`src/rtl/mem_bus_arbiter.sv`:
```
// mem_bus_arbiter
// Shares one external memory bus between the instruction-fetch requester (IF)
// and the data-access requester (MEM). One bus transaction is in flight at a
// time; data accesses win over fetches when both are waiting in IDLE. A
// per-transaction timeout terminates a transfer to a slave that never acks.
//
// State table
//   IDLE | no bus transaction; arbitrate between mem and fetch requests
//   DATA | data access on the bus, waiting for bus_ack_i or timeout
//   INST | instruction fetch on the bus, waiting for bus_ack_i or timeout
//   DROP | flushed fetch still on the bus; result and ack are discarded
//
// Ports
//   clk, rst              clock, synchronous active-high reset
//   if_req_i/if_addr_i    fetch request and word address
//   if_rdata_o/if_ack_o   fetched word, one-cycle completion pulse
//   flush_i               discards an in-flight or newly presented fetch
//   mem_req_i/we/sel/addr/wdata   data access request
//   mem_rdata_o/mem_ack_o load data, one-cycle completion pulse
//   bus_*_o               registered bus master outputs
//   bus_rdata_i/bus_ack_i slave response, meaningful while bus_cyc_o is high
//   stallreq_if_o/stallreq_mem_o  combinational stall requests
//   err_o                 one-cycle pulse when a transaction times out

module mem_bus_arbiter #(
    parameter int unsigned TIMEOUT  = 16,
    parameter logic [31:0] ERR_DATA = 32'hDEADBEEF
) (
    input  logic        clk,
    input  logic        rst,

    input  logic        if_req_i,
    input  logic [31:0] if_addr_i,
    output logic [31:0] if_rdata_o,
    output logic        if_ack_o,
    input  logic        flush_i,

    input  logic        mem_req_i,
    input  logic        mem_we_i,
    input  logic [3:0]  mem_sel_i,
    input  logic [31:0] mem_addr_i,
    input  logic [31:0] mem_wdata_i,
    output logic [31:0] mem_rdata_o,
    output logic        mem_ack_o,

    output logic        bus_cyc_o,
    output logic        bus_we_o,
    output logic [3:0]  bus_sel_o,
    output logic [31:0] bus_addr_o,
    output logic [31:0] bus_wdata_o,
    input  logic [31:0] bus_rdata_i,
    input  logic        bus_ack_i,

    output logic        stallreq_if_o,
    output logic        stallreq_mem_o,
    output logic        err_o
);

    typedef enum logic [1:0] {
        IDLE = 2'd0,
        DATA = 2'd1,
        INST = 2'd2,
        DROP = 2'd3
    } state_t;

    // Counter value on the last cycle a transaction may still be acked.
    localparam logic [7:0] CNT_LAST = 8'(TIMEOUT - 1);

    state_t      state;
    state_t      state_nxt;
    logic [7:0]  cnt;
    logic [7:0]  cnt_nxt;

    logic        bus_cyc_nxt;
    logic        bus_we_nxt;
    logic [3:0]  bus_sel_nxt;
    logic [31:0] bus_addr_nxt;
    logic [31:0] bus_wdata_nxt;
    logic [31:0] if_rdata_nxt;
    logic [31:0] mem_rdata_nxt;
    logic        if_ack_nxt;
    logic        mem_ack_nxt;
    logic        err_nxt;

    logic        timed_out;
    logic        fetch_live;

    // An ack in the same cycle as the terminal count wins over the timeout.
    assign timed_out = ~bus_ack_i & (cnt == CNT_LAST);

    // A fetch flushed in the cycle it completes is treated as discarded.
    assign fetch_live = (state == INST) & ~flush_i;

    always_ff @(posedge clk) begin
        if (rst) begin
            state       <= IDLE;
            cnt         <= 8'd0;
            bus_cyc_o   <= 1'b0;
            bus_we_o    <= 1'b0;
            bus_sel_o   <= 4'd0;
            bus_addr_o  <= 32'd0;
            bus_wdata_o <= 32'd0;
            if_rdata_o  <= 32'd0;
            mem_rdata_o <= 32'd0;
            if_ack_o    <= 1'b0;
            mem_ack_o   <= 1'b0;
            err_o       <= 1'b0;
        end else begin
            state       <= state_nxt;
            cnt         <= cnt_nxt;
            bus_cyc_o   <= bus_cyc_nxt;
            bus_we_o    <= bus_we_nxt;
            bus_sel_o   <= bus_sel_nxt;
            bus_addr_o  <= bus_addr_nxt;
            bus_wdata_o <= bus_wdata_nxt;
            if_rdata_o  <= if_rdata_nxt;
            mem_rdata_o <= mem_rdata_nxt;
            if_ack_o    <= if_ack_nxt;
            mem_ack_o   <= mem_ack_nxt;
            err_o       <= err_nxt;
        end
    end

    always_comb begin
        state_nxt     = state;
        cnt_nxt       = cnt;
        bus_cyc_nxt   = bus_cyc_o;
        bus_we_nxt    = bus_we_o;
        bus_sel_nxt   = bus_sel_o;
        bus_addr_nxt  = bus_addr_o;
        bus_wdata_nxt = bus_wdata_o;
        if_rdata_nxt  = if_rdata_o;
        mem_rdata_nxt = mem_rdata_o;
        if_ack_nxt    = 1'b0;
        mem_ack_nxt   = 1'b0;
        err_nxt       = 1'b0;

        case (state)
            IDLE: begin
                if (mem_req_i) begin
                    state_nxt     = DATA;
                    cnt_nxt       = 8'd0;
                    bus_cyc_nxt   = 1'b1;
                    bus_we_nxt    = mem_we_i;
                    bus_sel_nxt   = mem_sel_i;
                    bus_addr_nxt  = mem_addr_i;
                    bus_wdata_nxt = mem_wdata_i;
                end else if (if_req_i && !flush_i) begin
                    state_nxt     = INST;
                    cnt_nxt       = 8'd0;
                    bus_cyc_nxt   = 1'b1;
                    bus_we_nxt    = 1'b0;
                    bus_sel_nxt   = 4'b1111;
                    bus_addr_nxt  = if_addr_i;
                end
            end

            DATA, INST, DROP: begin
                if (bus_ack_i) begin
                    state_nxt   = IDLE;
                    bus_cyc_nxt = 1'b0;
                    if (state == DATA) begin
                        mem_ack_nxt = 1'b1;
                        // Stores leave the load data register untouched.
                        if (!bus_we_o) begin
                            mem_rdata_nxt = bus_rdata_i;
                        end
                    end else if (fetch_live) begin
                        if_ack_nxt   = 1'b1;
                        if_rdata_nxt = bus_rdata_i;
                    end
                end else if (timed_out) begin
                    state_nxt   = IDLE;
                    bus_cyc_nxt = 1'b0;
                    err_nxt     = 1'b1;
                    if (state == DATA) begin
                        mem_ack_nxt   = 1'b1;
                        mem_rdata_nxt = ERR_DATA;
                    end else if (fetch_live) begin
                        if_ack_nxt   = 1'b1;
                        if_rdata_nxt = ERR_DATA;
                    end
                end else begin
                    cnt_nxt = cnt + 8'd1;
                    // The bus cannot be aborted, so a flushed fetch keeps
                    // running and only its result is thrown away.
                    if (state == INST && flush_i) begin
                        state_nxt = DROP;
                    end
                end
            end

            default: begin
                state_nxt   = IDLE;
                bus_cyc_nxt = 1'b0;
            end
        endcase
    end

    assign stallreq_mem_o = mem_req_i & ~mem_ack_o;
    assign stallreq_if_o  = if_req_i & ~if_ack_o;

endmodule

```
`config.mk`:
```
export PLATFORM = sky130hd
export DESIGN_NAME = mem_bus_arbiter
export DESIGN_NICKNAME = d
export VERILOG_FILES = /design/src/rtl/mem_bus_arbiter.sv
export SDC_FILE = /design/constraint.sdc
export NUM_CORES = 1
export LEC_CHECK = 0
export CELL_PAD_IN_SITES_DETAIL_PLACEMENT = 0
export CELL_PAD_IN_SITES_GLOBAL_PLACEMENT = 1
export CORE_MARGIN = 5
export CORE_UTILIZATION = 29
export CTS_CLUSTER_DIAMETER = 80
export DETAILED_ROUTE_END_ITERATION = 7
export PLACE_DENSITY = 0.84
export SYNTH_ARGS = -nofsm -noshare
export SYNTH_HDL_FRONTEND = slang
export SYNTH_SLANG_ARGS = --single-unit
```
`constraint.sdc`:
```
create_clock -name clk -period 2.9 [get_ports clk]
set_input_delay 0.435 -clock clk [delete_from_list [all_inputs] [get_ports clk]]
set_output_delay 0.435 -clock clk [all_outputs]
set_load 0.02 [all_outputs]
```
# [Yosys cells after proc, flatten, opt, wreduce, memory -nomap -nowiden]
# Cells that the tools add are included.
[totals] regBits=147 latchBits=0 mem_bits_rw=0 rom_bits=0 in_bits=139 output_inout_bits=139 word_cells=90 memories=0
[classes] add_sub_neg=1 mul=0 div=0 n_lt_le_gt_ge=0 n_eq_ne=10 shift=0 mux=41 bitwise=10 reduce_logical=16
[ops] op="2-to-1 mux 32 bit" n=13
[ops] op="2-to-1 mux 8 bit" n=4
[ops] op="one-hot mux 8 bit (2 select lines)" n=1
[ops] op="2-to-1 mux 1 bit" n=14
[ops] op="2-to-1 mux 2 bit" n=5
[ops] op="adder 8 x 1 -> 8 bit, second input constant" n=1
[ops] op="== test 8 x 4 -> 1 bit, second input constant" n=1
[ops] op="2-to-1 mux 4 bit" n=2
[ops] op="AND reduction 2 bit" n=4
[ops] op="AND reduction 4 bit" n=2
[ops] op="inequality test 2 bit, second input constant" n=3
[ops] op="inequality test 3 bit, second input constant" n=2
[ops] op="NOT 1 bit" n=6
[ops] op="OR reduction 3 bit" n=2
[ops] op="AND 1 bit" n=4
[ops] op="== test 2 bit, second input constant" n=2
[ops] op="inequality test 4 bit, second input constant" n=1
[ops] op="one-hot mux 2 bit (2 select lines)" n=1
[ops] op="nonzero test 2 bit" n=2
[ops] op="AND reduction 3 bit" n=1
[ops] op="== test 2 x 1 -> 1 bit, second input constant" n=1
[ops] op="logical AND 1 bit" n=2
[ops] op="logical NOT 2 bit" n=1
[ops] op="one-hot mux 1 bit (2 select lines)" n=1
[ops] op="other kinds (2)" n=2

# [Longest topological paths before layout]
# Gate-level depths: netlist (run 1).
[depth] word_depth=6 mapped_depth=7 mapped_depth_nobuf=5

# [Worst setup path before layout (run 1)]
# OpenSTA, ideal clock, no wires.
[synth_timing] path_type="flip-flop to flip-flop" from="register cnt[4]" to="register mem_rdata_o[15]" setup_time_ns=0.081 t_arrival_ns=1.972 slack_ns=0.847 path_stages_with_launch=8 synth_period_minus_slack_ns=2.053 cell_sequence="dfxtp_1 > or4_4 > buf_6 > or3_1 > buf_6 > a21o_4 > buf_6 > a211oi_2"
[synth_between] elab_chain_cells=4
[synth_rtl] element="from (decl)" line_no="71" text="logic [7:0] cnt;"
[synth_rtl] element="from (signal assigned)" line_no="110" text="cnt <= cnt_nxt;"
[synth_rtl] element="== test 8 x 4 -> 1 bit" line_no="89" text="assign timed_out = ~bus_ack_i & (cnt == CNT_LAST);"
[synth_rtl] element="AND 1 bit" line_no="89"
[synth_rtl] element="nonzero test 2 bit (no line)"
[synth_rtl] element="AND reduction 4 bit (no line)"
[synth_rtl] element="to (signal assigned)" line_no="117" text="mem_rdata_o <= mem_rdata_nxt;"
[synth_rtl] element="to (decl)" line_no="43" text="output logic [31:0] mem_rdata_o,"
# Every way passes these cells.
# A chain may end at the register's enable or synchronous reset.

# [Final worst setup path (run 1)]
[layout_timing] from="register cnt[7]" to="register mem_rdata_o[31]"
# The elaborated chain is that of the path after synthesis.

==> results of run 1 <==
==> synthesized netlist by cell type, drive strengths merged, types with 3 or more instances <==
cell / n / area (µm²)
o211ai: 3 / 22.5
a22oi: 9 / 67.6
o21ai: 5 / 25.0
nor3: 28 / 140
nand2: 74 / 278
or2: 3 / 18.8
nor2: 89 / 334
inv: 26 / 97.6
dfxtp: 147 / 2940
nor3b: 9 / 67.6
a31o: 8 / 70.1
o221a: 4 / 45.0
clkbuf: 46 / 173
nand3: 12 / 60.1
buf: 6 / 52.6
a21oi: 69 / 345
a211oi: 56 / 521
mux2i: 32 / 320
==> power groups by stage <==
stage	clock network, mW	registers (mW)	logic [mW]
2_1_floorplan	0	2.43	0.360
3_3_place_gp	0	2.27	1.09
3_5_place_dp	0	2.28	1.10
4_1_cts	2.62	2.23	1.10
5_1_grt	2.70	2.25	1.17
6_report	2.56	2.23	1.09
==> final timing paths <==
kind                                       from               to  slack, ns  cells past startpoint
worst max-delay path                     cnt[7]  mem_rdata_o[31]       0.72                      4
worst min-delay path                        rst  mem_rdata_o[18]       0.24                      2
worst max register to register           cnt[7]  mem_rdata_o[31]       0.72                      4
worst min register to register  bus_wdata_o[24]  bus_wdata_o[24]       0.45                      2
==> through the flow <==
stage | util | hold WS [ns]
2_1_floorplan | - | 0.465
3_3_place_gp | 0.448 | 0.441
3_5_place_dp | 0.448 | 0.445
4_1_cts | 0.483 | 0.211
5_1_grt | 0.483 | 0.229
6_report | 0.483 | 0.236
==> logic make-up after synthesis <==
kind of cell	count (synthesis)	share of synthesized area
fa+ha+maj	1	0.00216
simple gates	225	0.167
flops	147	0.507
mux	32	0.0552
buf+inv	79	0.0563
compound gates	169	0.212
==> layout make-up <==
type	instances	area, µm²
tap	265	332
multi-input combinational	427	2540
timing repair buffer	287	2850
fill	1896	10100
sequential	147	2940
clock buffer	18	439
inverter	27	101
clock inverter	14	249
==> layer usage <==
metal / track usage / vias up
met1: 0.189 / 2555
met2: 0.278 / 199
met5: 0 / -
met3: 0.0461 / 34
li1: - / 2792
met4: 0.0734 / 0
==> flip-flops by register name, indices dropped and copies added, names as in the netlist <==
| signal | count |
|---|---|
| bus_addr_o | 32 |
| bus_wdata_o | 32 |
| if_rdata_o | 32 |
| mem_rdata_o | 32 |
| cnt | 8 |
| bus_sel_o | 4 |
| state | 2 |
| bus_cyc_o | 1 |
| bus_we_o | 1 |
| err_o | 1 |
| if_ack_o | 1 |
| mem_ack_o | 1 |
==> worst register-to-register path, delay by kind of cell, from the launching register on <==
kind | cells | cell delay, ns
simple gates | 2 | 1.06
flops | 1 | 0.34
compound gates | 2 | 0.68
==> results.md, run 1 <==
* Status: finished, final reports clean
* CP max-delay cell: or4_4
* Seq pwr share at 0.380
* Final worst slack at roughly 0.7 ns
* DIE WIDTH at 151 µm
* Die H at 151 µm
* Final Power at 5.88 mW
* Final setup viols at 0
* EDFF count, synth at 0
* Mean routed wirelength per cell at about 16 µm
* Starting Density at 0.296
* Metal3 WL at approximately 1.4 mm
* IO buf count at 277
* Num CTS Buffers at 17
* Initial DRC Count at 316
* CTS Hold Bufs at 0
* Synth Area per Inst at about 8.9 µm²
* Synthesized net count at 793
* Crit path max fanout at 24
* Clock Power Share at 0.435
* Internal power at 4.34 mW
* Comb power frac at 0.185
* Met2 WL at 9.56 mm
* CP Capture Type: flip-flop
* Fraction of registers with async set/reset at 0
* Required @ worst endpoint at ~3.2 ns
* Clock slew at reported path FFs at 0.06 ns
* Vias in the first global route at 5288
* Peak VDD IR at about 0.37 mV
* Post-synthesis register bit count at 147
* Row cnt at 51
* CP arrival at 2.50 ns
* I/O pin count at 278
* Tcrit/Tclk final at 0.752
* Layout Cells excl Fill at 1185
* Max-slew headroom at 0.410
* Worst stage delay on the critical path at 0.58 ns
* Ant diodes at 0
* Yosys warnings at 0
* Initial antenna violation count at 0
* Routability Congestion at approximately 0.80
* FMAX at 459 MHz
* Resized Gates After CTS at 0
* Overall global routing resource usage at 0.163
* Crit-path cells: or4_4 > or3_1 > a21o_4 > a211oi_1
* Hpwl dp at 13.9 mm
* Final Max Tran Viols at 0
* DP Worst Slack at 0.576 ns
* Mapped Cells at 653
* Tmin final at 2.18 ns
* Bufs and invs on worst path at 0
* Switching component of the power at 1.53 mW
* Pleak at ~3.4 nW
* Library cells used by synthesis at 42
* Clock Latency Late Sink at 0.42 ns
* Clock Tree Buf Depth at 2
* Final WL at approximately 19 mm
* Post-DRT Antenna Nets at 0
* Crit-path leading delay family: simple AND/OR/NAND/NOR gates
* Layout Nets at 1047
* Worst setup SP type: flip-flop
* Layout cell share with drive strength beyond 1 at 0.0946
* Placed cell count at between 1000 and 1500
* DR DRC count at 0
* Remaining global-route overflow at 0
* Sw frac at 0.261
* CP Class: reg -> reg
* Worst Skew at 0.0106 ns
* Setup TNS at 0 ns
* RSZ-0062 raised after global routing: false
* Tightest Hold Check Type: in -> reg
* Post-CTS Setup Repair Bufs at 0
* CORE AREA at 0.0196 mm²
* Die ar. at 0.0229 mm²
* Most frequent cells in the layout: 275 x clkdlybuf4s50_1, 147 x dfxtp_1, 88 x nor2_1, 74 x nand2_1, 69 x a21oi_1
* CTS root buf: clkbuf_16
* Metal-1 WL at between 7 and 8 mm
* Area after DPL at ~0.0088 mm²
* First-pass DRT Iterations at 5
* Top sig layer: met4
* Max Cap Viol at 0
* Most used DFF post-synth: dfxtp_1
* Layout area overhead at 63.0%
* Clock sinks at 147
* Power per Cell Area at slightly above 600 mW/mm²
* Vias per Instance at 4.71
* First-pass GRT wire length at 29.0 mm
* Synthesized cell area at approximately 0.0058 mm²
* CTS H-tree depth at 4
* Measured slew at the worst slew-check pin at 0.885 ns
* Register area share after synthesis at 0.507
* Hold Vio Cnt, Final at 0
* Fin area at 0.00946 mm²
* CTS tree: done
* Vias at 5580
* Largest net degree at the start of global routing at 73
* Commonest non-fill, non-tap cell in the layout: clkdlybuf4s50_1
Power figures use the tool's default switching activity.
==> inputs of run 2 (changes only) <==
==> constraint.sdc (replaced) <==
create_clock -name clk -period 2.1 [get_ports clk]
set_input_delay 0.315 -clock clk [delete_from_list [all_inputs] [get_ports clk]]
set_output_delay 0.315 -clock clk [all_outputs]
set_load 0.02 [all_outputs]
==> run 2 against run 1 <==
Effect of this change: via count down 1.3%; critical path depth stayed put; non-clock buffer count grew 11; die area did not move; flip-flop and latch count did not move; cell count up 0.93%; wire length shrank 1.2%; total power grew 36%; register-to-register slack worse by 0.55 ns; cell area grew 1.2%; critical path type unchanged.
==> results.md, run 2 (synthesized netlist as in run 1, its figures left out) <==
* CORE AREA at 0.0196 mm² (unchanged)
* First-pass DRT Iterations at 4 (was 5)
* Worst setup SP type: flip-flop (unchanged)
* I/O pin count at 278 (unchanged)
* Die H at 151 µm (unchanged)
* Setup TNS at 0 ns (unchanged)
* Num CTS Buffers at 17 (unchanged)
* Worst Skew at 0.00714 ns (was 0.0106 ns)
* CP arrival at 2.26 ns (was 2.50 ns)
* Clock Latency Late Sink at 0.42 ns (about the same)
* Status: finished, final reports clean (unchanged)
* Commonest non-fill, non-tap cell in the layout: clkdlybuf4s50_1 (unchanged)
* Row cnt at 51 (unchanged)
* CP Class: reg -> reg (unchanged)
* Remaining global-route overflow at 0 (unchanged)
* CTS H-tree depth at 4 (unchanged)
* CTS tree: done (unchanged)
* Post-DRT Antenna Nets at 0 (unchanged)
* Vias per Instance at 4.61 (was 4.71)
* Peak VDD IR at 0.504 mV (was 0.366 mV)
* RSZ-0062 raised after global routing: false (unchanged)
* Largest net degree at the start of global routing at 86 (was 73)
* Tightest Hold Check Type: in -> reg (unchanged)
* IO buf count at 277 (unchanged)
* Tcrit/Tclk final at 0.920 (was 0.752)
* Measured slew at the worst slew-check pin at 0.678 ns (was 0.885 ns)
* # fillers at 1871 (was 1896)
* Initial antenna violation count at 0 (unchanged)
* Tmin final at 1.93 ns (was 2.18 ns)
* Max Cap Viol at 0 (unchanged)
* DP Worst Slack at 0.0925 ns (was 0.576 ns)
* CTS root buf: clkbuf_16 (unchanged)
* Final worst slack at 0.167 ns (was 0.719 ns)
* FMAX at 517 MHz (was 459 MHz)
* Initial DRC Count at 280 (was 316)
* Max-slew headroom at 0.548 (was 0.410)
* Clock slew at reported path FFs at 0.06 ns (about the same)
* Most frequent cells in the layout: 275 x clkdlybuf4s50_1, 147 x dfxtp_1, 88 x nor2_1, 74 x nand2_1, 69 x a21oi_1 (unchanged)
* Final Max Tran Viols at 0 (unchanged)
* Layout Nets at 1058 (was 1047)
* Clock sinks at 147 (unchanged)
* DIE WIDTH at 151 µm (unchanged)
* Power per Cell Area at 837 mW/mm² (was 621 mW/mm²)
* Overall global routing resource usage at 0.162 (was 0.163)
* Clock Tree Buf Depth at 2 (unchanged)
* Vias in the first global route at 5318 (was 5288)
* Mean routed wirelength per cell at 15.8 µm (was 16.1 µm)
* Crit path max fanout at 24 (unchanged)
* Final WL at 18.9 mm (was 19.1 mm)
* First-pass GRT wire length at 28.9 mm (was 29.0 mm)
* Ant diodes at 0 (unchanged)
* Layout cell share with drive strength beyond 1 at 0.106 (was 0.0946)
* CP Capture Type: flip-flop (unchanged)
* Vias at 5508 (was 5580)
* Routability Congestion at 0.815 (was 0.795)
* Pleak at 3.50 nW (was 3.45 nW)
* Hpwl dp at 13.9 mm (about the same)
* Post-CTS Setup Repair Bufs at 0 (unchanged)
* Hold Vio Cnt, Final at 0 (unchanged)
* DR DRC count at 0 (unchanged)
* Starting Density at 0.296 (unchanged)
* Layout area overhead at 65.0% (was 63.0%)
* Required @ worst endpoint at 2.43 ns (was 3.22 ns)
* Die ar. at 0.0229 mm² (unchanged)
* Final setup viols at 0 (unchanged)
## run 2: cell count changes in the layout (fill, tap and decap cells not counted)
cell | before | now
bufinv_16 | 6 | 5
clkinv_2 | 1 | 0
inv_6 | 2 | 1
buf_4 | 10 | 17
o21ai_2 | 0 | 1
o21ai_1 | 2 | 1
clkinvlp_4 | 0 | 3
buf_12 | 1 | 5
## run 2: layout make-up
cell class	count	area, µm²	area share
flip-flops and latches	147	2940	0.307
clock buffers	18	439	0.0459
multi-input cells	427	2540	0.266
clock inverters	14	228	0.0238
repair buffers	298	2990	0.312
inverters	27	101	0.0106
well taps	265	332	0.0346
## run 2: power breakdown
part	switching [mW]	internal, mW	leakage [nW]
clock network	1.24	2.16	0.315
logic	0.762	0.767	1.98
registers	0.102	2.98	1.20
## run 2: final timing paths
| path | slack (ns) | cells past startpoint | endpoint | startpoint |
|---|---|---|---|---|
| worst max register to register | 0.17 | 4 | mem_rdata_o[1] | cnt[7] |
| worst max-delay path | 0.17 | 4 | mem_rdata_o[1] | cnt[7] |
| worst min-delay path | 0.34 | 3 | bus_addr_o[17] | mem_req_i |
| worst min register to register | 0.45 | 2 | bus_wdata_o[24] | bus_wdata_o[24] |
## run 2: worst max-delay path, cell delays in order (launching register included)
cell and delay, ns:
dfxtp_1 0.33, or4_4 0.53, or3_1 0.36, a21o_4 0.35, a211oi_1 0.26
## run 2: stage by stage
stage | cells | power (mW) | util | hold slack, ns | cell area [µm²]
floorplan | 653 | 3.86 | - | 0.451 | 5800
global placement | 1164 | 4.68 | 0.454 | 0.441 | 8900
detailed placement | 1164 | 4.69 | 0.454 | 0.446 | 8900
CTS | 1196 | 8.13 | 0.488 | 0.336 | 9570
global route | 1196 | 8.36 | 0.489 | 0.384 | 9570
finish | 1196 | 8.01 | 0.489 | 0.344 | 9570
## run 2: layer usage
metal  share of wire  up-vias  GRT usage
met5               0        -          0
met2            0.49      187      0.269
li1                -     2805          -
met4           0.022        0     0.0603
met1            0.41     2492      0.194
met3           0.075       24     0.0548
## run 2: timing repair
action / 4_1_cts / 5_1_grt
gates resized for setup: 0 / 1
endpoints found under the setup margin: 0 / 2
hold buffers: 0 / 0
==> inputs of run 3 (changes only) <==
--- a/config.mk
+++ b/config.mk
@@ -7,11 +7,13 @@
 export LEC_CHECK = 0
 export CELL_PAD_IN_SITES_DETAIL_PLACEMENT = 0
 export CELL_PAD_IN_SITES_GLOBAL_PLACEMENT = 1
+export CORE_ASPECT_RATIO = 0.5
 export CORE_MARGIN = 5
 export CORE_UTILIZATION = 29
 export CTS_CLUSTER_DIAMETER = 80
 export DETAILED_ROUTE_END_ITERATION = 7
 export PLACE_DENSITY = 0.84
+export SKIP_LAST_GASP = 1
 export SYNTH_ARGS = -nofsm -noshare
 export SYNTH_HDL_FRONTEND = slang
 export SYNTH_SLANG_ARGS = --single-unit
==> run 3 against run 2 <==
Effect of this change: sequential power barely moved; sequential share of layout area grew 0.35 points; worst hold slack got worse by 0.15 ns; via count rose by 0.98%; highest routed layer unchanged; total power shrank 4.7%; maximum frequency is 1.4% lower.
==> results.md, run 3 (synthesized netlist as in run 1, its figures left out) <==
* Row cnt at 36 (was 51)
* DR DRC count at 0 (unchanged)
* Max-slew headroom at 0.609 (was 0.548)
* Initial antenna violation count at 0 (unchanged)
* Post-DRT Antenna Nets at 0 (unchanged)
* Most frequent cells in the layout: 275 x clkdlybuf4s50_1, 147 x dfxtp_1, 88 x nor2_1, 74 x nand2_1, 69 x a21oi_1 (unchanged)
* Worst stage delay on the critical path at 0.54 ns (was 0.53 ns)
* Worst setup SP type: flip-flop (unchanged)
* Final Max Tran Viols at 0 (unchanged)
* Routability Congestion at 0.813 (was 0.815)
* RR Endpoint: cnt[5] (was mem_rdata_o[1])
* Commonest non-fill, non-tap cell in the layout: clkdlybuf4s50_1 (unchanged)
* Clock sinks at 147 (unchanged)
* CTS H-tree depth at 4 (unchanged)
* Status: finished, final reports clean (unchanged)
* Final setup viols at 0 (unchanged)
* CTS tree: done (unchanged)
* CP Capture Type: flip-flop (unchanged)
* Peak VDD IR at 0.505 mV (was 0.504 mV)
* I/O pin count at 278 (unchanged)
* Final WL at 19.9 mm (was 18.9 mm)
* Layout cell share with drive strength beyond 1 at 0.104 (was 0.106)
* Worst Skew at 0.00962 ns (was 0.00714 ns)
* CTS Hold Bufs at 0 (unchanged)
* Hold_ws at 0.190 ns (was 0.344 ns)
* Tcrit/Tclk final at 0.934 (was 0.920)
* Starting Density at 0.297 (was 0.296)
* Metal3 WL at 577 µm (was 1.43 mm)
* IO buf count at 277 (unchanged)
* Required @ worst endpoint at 2.41 ns (was 2.43 ns)
* Hold path cells at 2 (was 3)
* Flop2flop setup slack at 0.14 ns (was 0.17 ns)
* Worst hold start: rst (was mem_req_i)
* Placed cell count at 1165 (was 1164)
* Overall global routing resource usage at 0.162 (about the same)
* Layout area overhead at 63.2% (was 65.0%)
* Num CTS Buffers at 17 (unchanged)
* Metal-1 WL at 8.23 mm (was 7.79 mm)
* Measured slew at the worst slew-check pin at 0.586 ns (was 0.678 ns)
* Launching point of the worst reg2reg path: cnt[7] (unchanged)
* Largest net degree at the start of global routing at 85 (was 86)
* Die H at 110 µm (was 151 µm)
* Vias per Instance at 4.65 (was 4.61)
* Layout Cells excl Fill at 1196 (unchanged)
* Met2 WL at 10.7 mm (was 9.26 mm)
* Vias in the first global route at 5526 (was 5318)
* Top sig layer: met4 (unchanged)
* # fillers at 1860 (was 1871)
* Tightest Hold Check Type: in -> reg (unchanged)
* Hold Vio Cnt, Final at 0 (unchanged)
* FF-to-FF path depth at 5 (was 4)
* Post-CTS Setup Repair Bufs at 0 (unchanged)
* Tmin final at 1.96 ns (was 1.93 ns)
* Initial DRC Count at 351 (was 280)
* Remaining global-route overflow at 0 (unchanged)
* Max Cap Viol at 0 (unchanged)
* CP max-delay cell: or4_4 (unchanged)
* Pleak at 3.46 nW (was 3.50 nW)
* CP arrival at 2.27 ns (was 2.26 ns)
* CP Class: reg -> reg (unchanged)
* Setup TNS at 0 ns (unchanged)
* Clock Latency Late Sink at 0.41 ns (was 0.42 ns)
* WHS Endpoint: mem_rdata_o[4] (was bus_addr_o[17])
* Power per Cell Area at 806 mW/mm² (was 837 mW/mm²)
* First-pass GRT wire length at 29.9 mm (was 28.9 mm)
* RSZ-0062 raised after global routing: false (unchanged)
* Mean routed wirelength per cell at 16.7 µm (was 15.8 µm)
* DIE WIDTH at 210 µm (was 151 µm)
* Hpwl dp at 14.7 mm (was 13.9 mm)
* Clock slew at reported path FFs at 0.06 ns (about the same)
* First-pass DRT Iterations at 4 (unchanged)
* Die ar. at 0.0231 mm² (was 0.0229 mm²)
* Crit-path cells: or4_4 > buf_4 > o21ai_1 > nand2_1 > a311oi_1 (was or4_4 > or3_1 > a21o_4 > a211oi_1)
* Vias at 5562 (was 5508)
* Crit path max fanout at 6 (was 24)
* Clock Tree Buf Depth at 2 (unchanged)
* Layout Nets at 1058 (unchanged)
* Ant diodes at 0 (unchanged)
* CTS root buf: clkbuf_16 (unchanged)
* Resized Gates After CTS at 0 (unchanged)
* CORE AREA at 0.0195 mm² (was 0.0196 mm²)
* FMAX at 510 MHz (was 517 MHz)
run 3: cell types whose count changed in the layout (fill, tap and decap cells not counted), sizes merged:
| cell | delta |
|---|---|
| clkinv | +4 |
| bufinv | -3 |
| inv | -2 |
| clkbuf | +1 |
| clkinvlp | -1 |
run 3: cell type report:
type	count	area [µm²]	area share
Sequential cell	147	2940	0.311
Multi-Input combinational cell	427	2540	0.268
Inverter	27	101	0.0107
Timing Repair Buffer	298	2960	0.313
Clock inverter	12	134	0.0141
Clock buffer	19	453	0.0479
Tap cell	266	333	0.0352
run 3: power breakdown:
part | internal (mW) | total [mW] | switching (mW) | leakage (nW)
Combinational | 0.760 | 1.53 | 0.774 | 1.97
Clock | 1.81 | 3.01 | 1.20 | 0.285
Sequential | 2.98 | 3.08 | 0.105 | 1.20
run 3: per-stage QoR:
| step | power [mW] | util | cell area [µm²] | worst slack (ns) |
|---|---|---|---|---|
| floorplan | 3.86 | - | 5800 | 0.0472 |
| global placement | 4.67 | 0.454 | 8880 | 0.157 |
| detailed placement | 4.69 | 0.454 | 8880 | 0.107 |
| CTS | 7.73 | 0.484 | 9460 | 0.150 |
| global route | 7.95 | 0.484 | 9460 | 0.0406 |
| finish | 7.63 | 0.484 | 9460 | 0.139 |
run 3: worst max-delay path by stage:
stage	from	cells after the start	to
2_1_floorplan	cnt[4]	7	mem_rdata_o[15]
3_3_place_gp	bus_ack_i	7	cnt[2]
3_5_place_dp	flush_i	6	bus_addr_o[31]
4_1_cts	cnt[7]	4	mem_rdata_o[0]
5_1_grt	cnt[7]	5	cnt[3]
6_report	cnt[7]	5	cnt[5]
run 3: per-layer routing:
metal | up-vias | global-route usage
met5 | - | 0
met4 | 0 | 0.0526
met3 | 26 | 0.0297
met2 | 105 | 0.308
met1 | 2616 | 0.187
li1 | 2815 | -
run 3: worst max-delay path, delay by kind of cell, from the launching register on:
family / cells / cell delay, ns
DFF: 1 / 0.34
AOI/OAI and AO/OA: 2 / 0.64
buffers and inverters: 1 / 0.17
and+or+nand+nor: 2 / 0.72
